$ cat config.mk
export PLATFORM = sky130hd
export DESIGN_NAME = gl_wb_arbiter
export DESIGN_NICKNAME = d
export VERILOG_FILES = /design/src/rtl/gl_wb_arbiter.sv
export SDC_FILE = /design/constraint.sdc
export NUM_CORES = 1
export LEC_CHECK = 0
export BUFFER_PORTS_ARGS = -buffer_cell sky130_fd_sc_hd__clkbuf_2
export CAP_MARGIN = 20
export CORE_MARGIN = 8
export CORE_UTILIZATION = 38
export DETAILED_ROUTE_END_ITERATION = 10
export GPL_TIMING_DRIVEN = 0
export HOLD_SLACK_MARGIN = 0.03
export PLACE_DENSITY = 0.65
export SYNTH_ARGS = -nofsm -noshare
export SYNTH_HDL_FRONTEND = slang
export SYNTH_SLANG_ARGS = --single-unit
$ cat constraint.sdc
create_clock -name clk_i -period 21.9 [get_ports clk_i]
set_clock_uncertainty 0.05 [all_clocks]
set_input_delay 1.095 -clock clk_i [delete_from_list [all_inputs] [get_ports clk_i]]
set_output_delay 1.095 -clock clk_i [all_outputs]
set_load 0.03 [all_outputs]
$ cat src/rtl/gl_wb_arbiter.sv
// Round-robin writeback arbiter: grants up to NUM_PORTS completion requests per cycle onto the GL writeback ports.
// Optional starvation aging is enabled by defining GL_WB_ARB_AGING_EN.

package gl_wb_arbiter_pkg;
    localparam int NUM_SCALAR_WB = 2;
    localparam int GL_INDEX_W    = 5;

    typedef logic [GL_INDEX_W-1:0] gl_index_t;

    typedef struct packed {
        logic [11:0] csr_addr;
        logic        exception;
        logic [63:0] result;
    } gl_instruction_t;
endpackage

module gl_wb_arbiter
    import gl_wb_arbiter_pkg::*;
#(
    parameter int NUM_REQ   = 5,
    parameter int NUM_PORTS = NUM_SCALAR_WB,
    parameter int AGE_MAX   = 7
) (
    input  logic                            clk_i,
    input  logic                            rstn_i,
    input  logic [NUM_REQ-1:0]              req_valid_i,
    input  gl_index_t       [NUM_REQ-1:0]   req_gl_index_i,
    input  gl_instruction_t [NUM_REQ-1:0]   req_data_i,
    output logic [NUM_REQ-1:0]              req_ready_o,
    input  logic                            flush_commit_i,
    output logic [NUM_PORTS-1:0]            wb_enable_o,
    output gl_index_t       [NUM_PORTS-1:0] wb_index_o,
    output gl_instruction_t [NUM_PORTS-1:0] wb_data_o
);

    localparam int PTR_W = $clog2(NUM_REQ);

    logic [PTR_W-1:0]                 ptr_q, ptr_d;
    logic [NUM_REQ-1:0]               grant_s;
    logic [NUM_PORTS-1:0]             port_vld_s;
    logic [NUM_PORTS-1:0][PTR_W-1:0]  port_sel_s;
    logic                             aged_vld_s;
    logic [PTR_W-1:0]                 aged_idx_s;
    logic [NUM_PORTS-1:0]             wb_enable_q, wb_enable_d;
    gl_index_t       [NUM_PORTS-1:0]  wb_index_q, wb_index_d;
    gl_instruction_t [NUM_PORTS-1:0]  wb_data_q, wb_data_d;

`ifdef GL_WB_ARB_AGING_EN
    localparam int AGE_W = $clog2(AGE_MAX + 1);

    logic [NUM_REQ-1:0][AGE_W-1:0] age_q, age_d;

    // Starved requester search: descending scan so the lowest saturated index wins.
    always_comb begin
        aged_vld_s = 1'b0;
        aged_idx_s = '0;
        for (int r = NUM_REQ - 1; r >= 0; r--) begin
            if (req_valid_i[r] && (age_q[r] == AGE_W'(AGE_MAX))) begin
                aged_vld_s = 1'b1;
                aged_idx_s = PTR_W'(r);
            end
        end
    end

    // Saturating wait counters, cleared on grant, idle or flush.
    always_comb begin
        age_d = '0;
        for (int r = 0; r < NUM_REQ; r++) begin
            if (flush_commit_i || !req_valid_i[r] || grant_s[r]) begin
                age_d[r] = '0;
            end else if (age_q[r] == AGE_W'(AGE_MAX)) begin
                age_d[r] = age_q[r];
            end else begin
                age_d[r] = age_q[r] + AGE_W'(1);
            end
        end
    end

    // Age counter register.
    always_ff @(posedge clk_i or negedge rstn_i) begin
        if (!rstn_i) begin
            age_q <= '0;
        end else begin
            age_q <= age_d;
        end
    end
`else
    assign aged_vld_s = 1'b0;
    assign aged_idx_s = '0;
`endif

    // Grant selection: aged winner takes port 0, the rest follow the rotating scan from ptr.
    always_comb begin
        int cnt;
        int idx;
        grant_s    = '0;
        port_vld_s = '0;
        port_sel_s = '0;
        ptr_d      = ptr_q;
        cnt        = 0;
        idx        = 0;
        if (aged_vld_s) begin
            grant_s[aged_idx_s] = 1'b1;
            port_vld_s[0]       = 1'b1;
            port_sel_s[0]       = aged_idx_s;
            cnt                 = 1;
        end else begin
            cnt = 0;
        end
        for (int i = 0; i < NUM_REQ; i++) begin
            idx = (int'(ptr_q) + i) % NUM_REQ;
            for (int r = 0; r < NUM_REQ; r++) begin
                if ((r == idx) && req_valid_i[r] && !grant_s[r] && (cnt < NUM_PORTS)) begin
                    grant_s[r] = 1'b1;
                    for (int p = 0; p < NUM_PORTS; p++) begin
                        if (p == cnt) begin
                            port_vld_s[p] = 1'b1;
                            port_sel_s[p] = PTR_W'(r);
                        end
                    end
                    // Only rotating grants move the pointer; an aged grant leaves it alone.
                    ptr_d = PTR_W'((r + 1) % NUM_REQ);
                    cnt   = cnt + 1;
                end
            end
        end
        if (flush_commit_i) begin
            grant_s    = '0;
            port_vld_s = '0;
            ptr_d      = '0;
        end else begin
            ptr_d = ptr_d;
        end
    end

    // Next writeback register contents: payload muxed per port from its selected requester.
    always_comb begin
        wb_enable_d = port_vld_s;
        wb_index_d  = '0;
        wb_data_d   = '0;
        for (int p = 0; p < NUM_PORTS; p++) begin
            for (int r = 0; r < NUM_REQ; r++) begin
                if (port_vld_s[p] && (port_sel_s[p] == PTR_W'(r))) begin
                    wb_index_d[p] = req_gl_index_i[r];
                    wb_data_d[p]  = req_data_i[r];
                end
            end
        end
    end

    // Pointer and writeback output registers.
    always_ff @(posedge clk_i or negedge rstn_i) begin
        if (!rstn_i) begin
            ptr_q       <= '0;
            wb_enable_q <= '0;
            wb_index_q  <= '0;
            wb_data_q   <= '0;
        end else begin
            ptr_q       <= ptr_d;
            wb_enable_q <= wb_enable_d;
            wb_index_q  <= wb_index_d;
            wb_data_q   <= wb_data_d;
        end
    end

    assign req_ready_o = grant_s;
    assign wb_enable_o = wb_enable_q;
    assign wb_index_o  = wb_index_q;
    assign wb_data_o   = wb_data_q;

endmodule

==> flow_summary.toml, run 1 <==
[global_routing]
grt_max_degree = 86
grt.total_usage_pct = 36.8
grt_pass1_wl_um = 150000
antenna_found_initial = 49
grt_pass1_vias = 21500
grt_overflow = 0

[synthesis]
synth_seq_cells = 169
yosys_warnings = 0
synthFlopType = "dfrtp_1"
ys_async_sr_fraction_pct = 100
syn_nets = 2601
synthesis.area_sq_um = 18100
avgSynthCellArea_sq_um = 8.67
netlist_instances = 2090
synth_area_leaders = "dfrtp_1 (23%), mux2i_1 (9.4%), o32ai_1 (8.0%), ha_1 (6.4%), mux2_2 (5.5%)"
yosysSeqAreaShare_pct = 23.3
yosysTopAreaCell = "dfrtp_1"
synth.top_cell.area_share_pct = 23.3
ys_types = 110
synth_edf_count = 0

[critical_path]
reg2reg_depth = 92
critPathKind = "flop to flop"
timing.rr.end = "wb_data_o[18]$_DFF_PN0_"
timing.rr.start = "ptr_q[1]$_DFFE_PN0P_"
required_ns = 22.21
end_kind = "flop"
cp.arrival_ns = 21.52
rrSetupSlack_ns = 0.70
crit_fanout = 11
max_stage_delay_ns = 0.54
worst_path_max_delay_cell = "dfrtp_1"
crit_path_start_kind = "flop"
crit_top_cell = "ha_1"

[placement]
place_congestion = 1.01
portBuffers = 588
post-dp-hpwl_um = 83600
placed_cells = 3296

[floorplan]
io_pins = 589
dieArea_sq_um = 54900
coreArea_sq_um = 47400
fp.dieH_um = 234
die_x_um = 234
start_util_pct = 38.2
std_cell_rows = 80

[detailed_routing]
initialDrtViolationCount = 2850
drt-total-wl_um = 107000
dr_wl_met2_um = 46300
drt-wirelength-per-cell_um = 31.4
viasPerCell = 6.57
wl_met3_um = 12700
postRouteAntennaNets = 0
drt-met1-wl_um = 41800
drcViolationCount = 0
top_layer = "met5"
num_vias = 22400
dr.pass1.iters = 7

[timing]
min_period_over_period_pct = 96.8
hold_viol = 0
fin_crit_ns = 21.20
setup_viol_count_final = 0
fmax_mhz = 47.2
tightest_slew_ns = 1.10
drv_slew = 0
slew_headroom_pct = 25.8

[final_layout]
syn2layout_area_growth_pct = 29.8
final_cell_mix = "clkbuf_2 (605), mux2i_1 (170), dfrtp_1 (168), o32ai_1 (165), inv_1 (140)"
fin_cells = 3409
mostFrequentLayoutCell = "clkbuf_2"
num-nets-final = 3257
layout-drive-gt1-share_pct = 35.0

[job]
drv_cap = 0

[clocking]
cts.clk_slew.worst_paths_ns = 0.09
cts_htree_levels = 4
cts_sinks = 169
insertion_delay_ns = 0.48
cts_max_path_buffers = 2
cts_tree = "done"
root_buffer = "clkbuf_16"
cts_buffers = 17

[outcome]
status = "finished clean"

[hold_path]
hp-class = "input pin to asynchronous set/reset pin"
synth_stat cells, types with 6 or more instances:
| cell type | instances |
|---|---|
| a22o_1 | 6 |
| nor2b_1 | 12 |
| and2_1 | 17 |
| ha_1 | 92 |
| o21ai_0 | 46 |
| nand3_1 | 42 |
| nor4b_1 | 86 |
| o32ai_1 | 166 |
| o32a_1 | 8 |
| inv_2 | 10 |
| a31oi_1 | 12 |
| buf_6 | 16 |
| nor2_1 | 63 |
| o21a_1 | 6 |
| nor3_1 | 31 |
| dfrtp_1 | 169 |
| a22oi_1 | 11 |
| a21oi_1 | 120 |
| a221o_1 | 7 |
| buf_2 | 30 |
| a211oi_1 | 7 |
| nor4_1 | 11 |
| clkbuf_1 | 140 |
| buf_1 | 9 |
| mux2i_1 | 171 |
| a221oi_1 | 84 |
| o211ai_1 | 7 |
| and3_1 | 15 |
| xnor2_1 | 17 |
| inv_1 | 145 |
| mux2_2 | 88 |
| or3_1 | 93 |
| o21ai_1 | 13 |
| nand2_1 | 72 |
| nand2b_1 | 19 |
| nand4_1 | 95 |
| a21o_1 | 9 |
| o31a_1 | 8 |
registers in the layout, summed over array words and instances (netlist names):
signal	count
wb_index_o	10
wb_enable_o	2
wb_data_o	154
ptr_q	3
critical path: cells and delay by family, from the launching register on:
kind                     cells  cell delay (ns)
XOR/XNOR                     2             0.32
AND/OR/NAND/NOR             38             6.89
buffers and inverters       10             2.22
multiplexers                 2             0.53
AO/OA/AOI/OAI               18             3.95
flip-flops                   1             0.54
adder cells (fa/ha/maj)     22             6.57
how the worst max path moves through the flow:
stage / from / endpoint / depth (start not counted)
3_3_place_gp: ptr_q[0]$_DFFE_PN0P_ / wb_data_o[31]$_DFF_PN0_ / 95
3_5_place_dp: ptr_q[0]$_DFFE_PN0P_ / wb_data_o[31]$_DFF_PN0_ / 97
4_1_cts: ptr_q[0]$_DFFE_PN0P_ / req_ready_o[4] / 93
5_1_grt: ptr_q[0]$_DFFE_PN0P_ / req_ready_o[4] / 93
2_1_floorplan: ptr_q[0]$_DFFE_PN0P_ / req_ready_o[4] / 94
6_report: ptr_q[1]$_DFFE_PN0P_ / wb_data_o[18]$_DFF_PN0_ / 92
per-layer routing:
metal	GRT usage, %	vias to the layer above
met5	0	-
met2	54.1	1611
met3	12.2	325
li1	-	9545
met1	46.9	10900
met4	20.9	26
area by class of cell:
class,instances,area [sq um]
Sequential cell,169,4230
Multi-Input combinational cell,1564,12800
Clock inverter,14,171
Clock buffer,18,439
Fill cell,4719,23900
Tap cell,615,769
Antenna cell,35,87.6
Buffer,194,971
Timing Repair Buffer,641,3390
Inverter,159,613
cells by family (layout without fill, tap and decap cells):
group           count (synthesis)  after routing  share of synthesized area [%]
compound gates                580            580                           24.5
xor+xnor                       27             27                           1.72
fa+ha+maj                      93             93                           6.46
buf+inv                       357           1026                           8.34
flops                         169            169                           23.3
mux                           260            260                           15.0
other cells                     0             35                              0
simple gates                  604            604                           20.6
stage by stage:
step	instance area [sq um]	util, %	TNS [ns]	hold slack, ns	setup WS, ns
after floorplan	18100	-	0	0.749	0.0690
after global placement	21800	46.0	-678.86	1.25	-4.58
after detailed placement	21900	46.1	-718.74	1.15	-4.76
after CTS	23000	48.6	0	0.604	0.0218
after global routing	23500	49.5	-0.234	0.621	-0.0777
final	23500	49.5	0	0.542	0.695
what timing repair did:
action	CTS	global route
resized for setup	79	74
pin swaps	19	24
endpoints found under the setup margin	174	166
setup buffers	29	20
hold buffers	0	0
Power of run 1 is left out: the tool's default activity adds up to more than one toggle a clock period on the data nets, which glitch-free logic cannot reach.
==> run 2, diff against run 1 <==
--- a/config.mk
+++ b/config.mk
@@ -13,6 +13,8 @@
 export GPL_TIMING_DRIVEN = 0
 export HOLD_SLACK_MARGIN = 0.03
 export PLACE_DENSITY = 0.65
+export RECOVER_POWER = 25
+export REMOVE_ABC_BUFFERS = 1
 export SYNTH_ARGS = -nofsm -noshare
 export SYNTH_HDL_FRONTEND = slang
 export SYNTH_SLANG_ARGS = --single-unit
==> flow_summary.toml, run 2 (synthesized netlist as in run 1, its figures left out) <==
[outcome]
status = "finished, violations left"
violations = "capacitance limit, slew limit"

[timing]
setup_ws_ns = 0.606
setup_viol_count_final = 0
min_period_over_period_pct = 97.2
hold_viol = 0
drv_slew = 174
slew_headroom_pct = -141
fin_crit_ns = 21.29
tightest_slew_ns = 3.61
fmax_mhz = 47.0
whs_ns = 0.777

[floorplan]
dieArea_sq_um = 54900
io_pins = 589
die_x_um = 234
fp.dieH_um = 234
start_util_pct = 38.2
coreArea_sq_um = 47400
std_cell_rows = 80

[clocking]
cts_tree = "done"
cts_buffers = 17
cts_htree_levels = 4
insertion_delay_ns = 0.51
cts_max_path_buffers = 2
cts.clk_slew.worst_paths_ns = 0.08
cts_sinks = 169
root_buffer = "clkbuf_16"

[global_routing]
grt_overflow = 0
grt_max_degree = 92
antenna_found_initial = 47
gr-usage-met3_pct = 16.3
grt.met2_usage_pct = 55.3
grt_pass1_wl_um = 152000
grt_use_met1_pct = 47.3
grt.total_usage_pct = 38.3
grt_pass1_vias = 21000
gr-max-usage-layer = "met2"

[critical_path]
cp.arrival_ns = 21.58
max_stage_delay_ns = 0.55
crit_fanout = 27
crit_path_start_kind = "flop"
reg2reg_depth = 90
timing.rr.start = "ptr_q[0]$_DFFE_PN0P_"
required_ns = 22.19
critPathKind = "flop to flop"
crit_top_cell = "ha_1"
end_kind = "flop"
cp.buffers_inverters = 8
critPathLaunch = "ptr_q[0]$_DFFE_PN0P_"
critPathTopFamily = "adder cells"
rrSetupSlack_ns = 0.61
timing.rr.end = "wb_data_o[122]$_DFF_PN0_"
worst_path_max_delay_cell = "or4b_4"

[detailed_routing]
postRouteAntennaNets = 0
drt-total-wl_um = 112000
dr.pass1.iters = 7
num_vias = 22100
drcViolationCount = 0
viasPerCell = 6.76
initialDrtViolationCount = 2352
drt-wirelength-per-cell_um = 34.3

[placement]
pre_cts_ws_ns = -3.23
place_congestion = 1.05
portBuffers = 588
post-dp-hpwl_um = 82900

[final_layout]
layout-drive-gt1-share_pct = 37.1
final_cell_mix = "clkbuf_2 (585), mux2i_1 (169), dfrtp_1 (166), o32ai_1 (142), inv_1 (141)"
syn2layout_area_growth_pct = 32.3
mostFrequentLayoutCell = "clkbuf_2"
n_fill_cell = 4478
num-nets-final = 3120
largest_reg_flops = 154

[hold_path]
hp-class = "input pin to flop"
holdCritStartpoint = "req_gl_index_i[24]"
holdPathStages = 3
holdPathEnd = "wb_index_o[4]$_DFF_PN0_"

[job]
drv_cap = 3
## run 2: area by class of cell
class,count,area (sq um),share of cell area [%]
Antenna cell,38,95.1,0.397
Tap cell,615,769,3.21
Sequential cell,169,4240,17.7
Inverter,159,612,2.55
Clock buffer,19,453,1.89
Timing Repair Buffer,695,4540,18.9
Multi-Input combinational cell,1567,13200,54.9
Clock inverter,12,103,0.428
## run 2: what timing repair did
item | in CTS | in global routing
pin swaps | 14 | 18
buffers inserted | 23 | 26
gates cloned | 2 | 2
gates resized for setup | 63 | 63
setup endpoints to repair | 174 | 166
hold buffers | 0 | 0
## run 2: metal layers
metal / wire length (um) / share of wire (%)
met4: 7210 / 6.4
met5: 81 / 0.072
met2: 47100 / 42
met1: 42700 / 38
met3: 15300 / 14
## run 2: worst max path at each step
stage                                     to  slack [ns]  depth (start not counted)
floorplan           wb_data_o[100]$_DFF_PN0_       -8.23                         90
global placement     wb_data_o[99]$_DFF_PN0_      -16.17                         89
detailed placement    wb_data_o[5]$_DFF_PN0_       -3.23                         92
CTS                           req_ready_o[4]       0.008                         87
global route        wb_data_o[136]$_DFF_PN0_       -0.16                         90
finish              wb_data_o[122]$_DFF_PN0_        0.61                         90
## run 2: worst min-delay path: cells and delay by family
kind / cells / cell delay, ns
simple gates: 1 / 0.05
compound gates: 1 / 0.06
buf+inv: 1 / 0.09
## run 2: metrics by stage
| stage | cells | cell area [sq um] | setup TNS [ns] | util, % |
|---|---|---|---|---|
| CTS | 3208 | 23300 | 0 | 49.2 |
| finish | 3274 | 24000 | 0 | 50.5 |
| global route | 3268 | 23900 | -5.36 | 50.5 |
| detailed placement | 3152 | 22300 | -462.86 | 47.0 |
| global placement | 3095 | 20900 | -2554.09 | 44.1 |
| floorplan | 1892 | 17200 | -840.10 | - |
Power of run 2 is left out for the same reason.
